File: src/rtl/gray_code_counter.sv
// 4-bit Gray-code sequence generator with a valid/ready output handshake.
// Supports up/down counting, a loadable start value and one-shot termination.
module gray_code_counter (
  input  logic       clk,
  input  logic       rst,
  input  logic       start,
  input  logic       stop,
  input  logic       up_dn,
  input  logic       one_shot,
  input  logic       load,
  input  logic [3:0] load_val,
  input  logic       out_ready,
  output logic       g3,
  output logic       g2,
  output logic       g1,
  output logic       g0,
  output logic       out_valid,
  output logic       wrap,
  output logic       busy
);

  localparam int unsigned W = 4;

  typedef enum logic [1:0] {
    ST_IDLE = 2'd0,
    ST_RUN  = 2'd1,
    ST_DONE = 2'd2
  } state_t;

  state_t         state_q, state_d;
  logic [W-1:0]   b_q, b_d;
  logic [W-1:0]   g_q;
  logic           wrap_q, wrap_d;
  logic           valid_q;
  logic           busy_q;
  logic           xfer;
  logic           at_term;

  // A transfer needs the RUN state (out_valid) and consumer acceptance.
  assign xfer    = (state_q == ST_RUN) && out_ready;
  assign at_term = up_dn ? (b_q == {W{1'b1}}) : (b_q == {W{1'b0}});

  // Next-state logic; load overrides everything except reset.
  always_comb begin
    state_d = state_q;
    b_d     = b_q;
    wrap_d  = 1'b0;
    if (load) begin
      b_d     = load_val;
      state_d = ST_IDLE;
    end else begin
      case (state_q)
        ST_IDLE, ST_DONE: begin
          if (!stop && start) state_d = ST_RUN;
        end
        ST_RUN: begin
          if (xfer) begin
            if (at_term && one_shot) begin
              state_d = ST_DONE;
            end else begin
              b_d    = up_dn ? (b_q + W'(1)) : (b_q - W'(1));
              wrap_d = at_term;
            end
          end
          if (stop) state_d = ST_IDLE;
        end
        default: state_d = ST_IDLE;
      endcase
    end
  end

  // Gray register tracks the binary register on the same edge.
  always_ff @(posedge clk) begin
    if (rst) begin
      state_q <= ST_IDLE;
      b_q     <= '0;
      g_q     <= '0;
      wrap_q  <= 1'b0;
      valid_q <= 1'b0;
      busy_q  <= 1'b0;
    end else begin
      state_q <= state_d;
      b_q     <= b_d;
      g_q     <= b_d ^ (b_d >> 1);
      wrap_q  <= wrap_d;
      valid_q <= (state_d == ST_RUN);
      busy_q  <= (state_d == ST_RUN);
    end
  end

  assign {g3, g2, g1, g0} = g_q;
  assign out_valid        = valid_q;
  assign wrap             = wrap_q;
  assign busy             = busy_q;

endmodule

File: config.mk
export PLATFORM = sky130hd
export DESIGN_NAME = gray_code_counter
export DESIGN_NICKNAME = d
export VERILOG_FILES = /design/src/rtl/gray_code_counter.sv
export SDC_FILE = /design/constraint.sdc
export NUM_CORES = 1
export LEC_CHECK = 0
export CAP_MARGIN = 40
export CORE_MARGIN = 2
export CORE_UTILIZATION = 45
export DETAILED_ROUTE_END_ITERATION = 12
export HOLD_SLACK_MARGIN = 0.1
export PLACE_DENSITY = 0.88
export SLEW_MARGIN = 10
export SYNTH_ARGS = -nofsm -noshare
export SYNTH_HDL_FRONTEND = slang
export SYNTH_SLANG_ARGS = --single-unit
File: constraint.sdc
create_clock -name clk -period 2.5 [get_ports clk]
set_input_delay 0.375 -clock clk [delete_from_list [all_inputs] [get_ports clk]]
set_output_delay 0.375 -clock clk [all_outputs]
set_load 0.02 [all_outputs]
==> flow_metrics.env <==
export IMPL_via_per_inst=5.589
export IMPL_ant_nets=0
export IMPL_drc=0
export IMPL_io_pins=19
export IMPL_p_per_area_mw_per_mm2=475.0
export IMPL_synth_avg_cell_area_um2=9.795
export IMPL_via_count=598
export IMPL_ys_seq_elements=11
export IMPL_tightest_slew_ps=431.5
export IMPL_hold_viol=0
export IMPL_fillerInstances=129
export IMPL_setup_ws_ps=282.2
export IMPL_syn_to_final_growth_pct=33.03
export IMPL_ff_latch_area_um2=220.2
export IMPL_clk_pin_slew_ps=70
export IMPL_yosysSeqAreaShare_pct=32.12
export IMPL_status="complete, no violations"
export IMPL_clock_latency_ps=270
export IMPL_postCtsHoldBufs=0
export IMPL_tns_ps=0
export IMPL_multi_input_area_um2=431.7
export IMPL_cp_cell_sequence="clkdlybuf4s50_1, inv_1, ha_1, a21oi_1, and3_1, o221ai_2, xnor2_1, mux2i_4, mux2_4"
export IMPL_drv_slew=0
export IMPL_met1Wirelength_um=690
export IMPL_start_util_pct=46.60
export IMPL_grt_max_degree=12
export IMPL_fin_nets=107
export IMPL_crit_type="primary input to flip-flop"
export IMPL_grt_pass1_vias=612
export IMPL_tritoncts="built"
export IMPL_die_h_um=43.04
export IMPL_post_cts_buffers=0
export IMPL_cts_resized=0
export IMPL_peakVddDrop_mv=0.3041
export IMPL_antenna_found_initial=0
export IMPL_grt_first_pass_wirelength_um=2780
export IMPL_synthesis_nets=85
export IMPL_fp_dieW_um=43.04
export IMPL_synth_cells=70
export IMPL_drt_initial_drc_count=6
export IMPL_firstDrtPassIters=4
export IMPL_wl_met2_um=856
export IMPL_start_kind="primary input"
export IMPL_htreeDepth=1
export IMPL_clock_sinks=11
export IMPL_arrival_ps=2380
export IMPL_cts_buffers=3
export IMPL_crit_fanout=3
export IMPL_diodes=0
export IMPL_layout_drive_gt1_share_pct=15.38
export IMPL_route_met3_wl_um=91
export IMPL_dp_hpwl_um=1249
export IMPL_overflow=0
export IMPL_grtUsageTotal_pct=20.79
export IMPL_max_freq_ghz=0.4509
export IMPL_routed_top_layer="met4"
export IMPL_routabilityCongestion=0.8256
export IMPL_relSlewSlack_pct=70.49
export IMPL_fin_crit_ps=2218
export IMPL_leakagePower_uw=0.0003374
export IMPL_maxCapViolCount=0
export IMPL_slowest_delay_ps=480
export IMPL_required_ps=2660
export IMPL_min_path_type="flip-flop to flip-flop"
export IMPL_cp_end_kind="flip-flop"
export IMPL_setup_viol_count_final=0
export IMPL_rsz0062_at_grt="false"
export IMPL_post_place_ws_ps=9.874
export IMPL_totalWireLength_um=1663
export IMPL_cts_path_max_buffers=2
export IMPL_synth_area_um2=685.7
export IMPL_yosysWarnings=0
export IMPL_detail_route_wl_per_cell_um=15.54
export IMPL_cts_root_buf="clkbuf_4"
export IMPL_ys_types=36
export IMPL_core_mm2=0.001471
export IMPL_post_route_period_util_pct=88.71
export IMPL_rows=14
export IMPL_die_area_mm2=0.001852
export IMPL_place_port_buffers=18
export IMPL_power_uw=433.2
export IMPL_fin_worst_skew_ps=2.518
export IMPL_cpMaxStageDelayCell="clkdlybuf4s50_1"
export IMPL_fin_hold_ws_ps=583.0
-- flip-flops by register name, summed over array words and instances (netlist names) --
register / cells
b_q: 4
busy: 1
g_q: 3
state_q: 2
wrap: 1
-- worst max-delay path: cells and delay by family --
kind | cells | cell delay [ps]
mux | 2 | 410
buf+inv | 2 | 550
compound gates | 2 | 270
simple gates | 1 | 190
xor+xnor | 1 | 240
fa+ha+maj | 1 | 340
-- routing by layer --
layer,vias to the layer above,track usage [%]
met5,-,0
met4,0,7.879
met3,3,5.957
met2,17,36.97
met1,278,23.16
li1,300,-
-- cells by family after synthesis --
group / synth area share [%]
buf+inv: 4.928
mux: 10.58
xor+xnor: 5.110
simple gates: 22.26
flops: 32.12
fa+ha+maj: 6.569
compound gates: 18.43
-- final cells by class --
class / count / share of cell area (%)
multi-input cells: 51 / 47.33
inverters: 5 / 2.058
clock buffers: 4 / 2.881
repair buffers: 20 / 21.40
flip-flops and latches: 11 / 24.14
well taps: 16 / 2.195
-- per-stage QoR --
| step | cells | utilization [%] | instance area [µm²] |
|---|---|---|---|
| 5_1_grt | 107 | 61.99 | 912.1 |
| 3_3_place_gp | 103 | 60.20 | 885.9 |
| 3_5_place_dp | 103 | 60.20 | 885.9 |
| 2_1_floorplan | 70 | - | 685.7 |
| 6_report | 107 | 61.99 | 912.1 |
| 4_1_cts | 107 | 61.99 | 912.1 |
-- final timing paths --
kind                                       startpoint                    end  slack, ps  cells past startpoint
worst min-delay path            state_q[1]$_SDFF_PP0_  state_q[1]$_SDFF_PP0_        580                      1
worst max-delay path                            up_dn      g_q[2]$_SDFF_PP0_        280                      9
worst min register to register  state_q[1]$_SDFF_PP0_  state_q[1]$_SDFF_PP0_        580                      1
worst max register to register      b_q[0]$_SDFF_PP0_      g_q[2]$_SDFF_PP0_        440                      7
-- synthesized netlist by cell type (all sizes together) --
cell	instances	area share [%]
a2111oi	1	1.3
a211oi	2	2.9
a21oi	3	2.2
a31oi	3	2.7
a32oi	1	1.3
and3	1	0.91
and3b	1	1.3
and4	2	2.9
buf	1	1.1
clkbuf	2	1.1
dfxtp	11	32
fa	1	2.9
ha	2	3.6
inv	5	2.7
mux2	2	3.8
mux2i	3	6.8
nand2	2	1.1
nand2b	2	1.8
nand3	3	2.2
nand3b	1	1.1
nor2	6	3.3
nor2b	2	1.8
nor4	4	5.8
o21ai	1	0.73
o221ai	1	2.2
o22ai	1	0.91
o31ai	2	4.2
xnor2	1	1.3
xor2	3	3.8
-- cells in the final DEF (no fill, tap or decap), types with 2 or more instances in the layout --
master            n
clkdlybuf4s50_1  18
dfxtp_1          11
nor2_1            6
inv_1             5
nand3_1           3
a21oi_1           3
xor2_1            3
nor4_1            3
a31oi_1           3
clkbuf_4          3
nand2b_1          2
nand2_1           2
nor2b_1           2
ha_1              2
buf_4             2
-- report_power, final --
part	switching, µW	total (µW)	leakage [µW]	internal [µW]
combinational	56.9	117	0.000232	60.1
sequential	11.3	197	0.0000905	186
clock	57.2	119	0.0000150	61.7
total	125	433	0.000337	308
(Power assumes the default switching activity.)
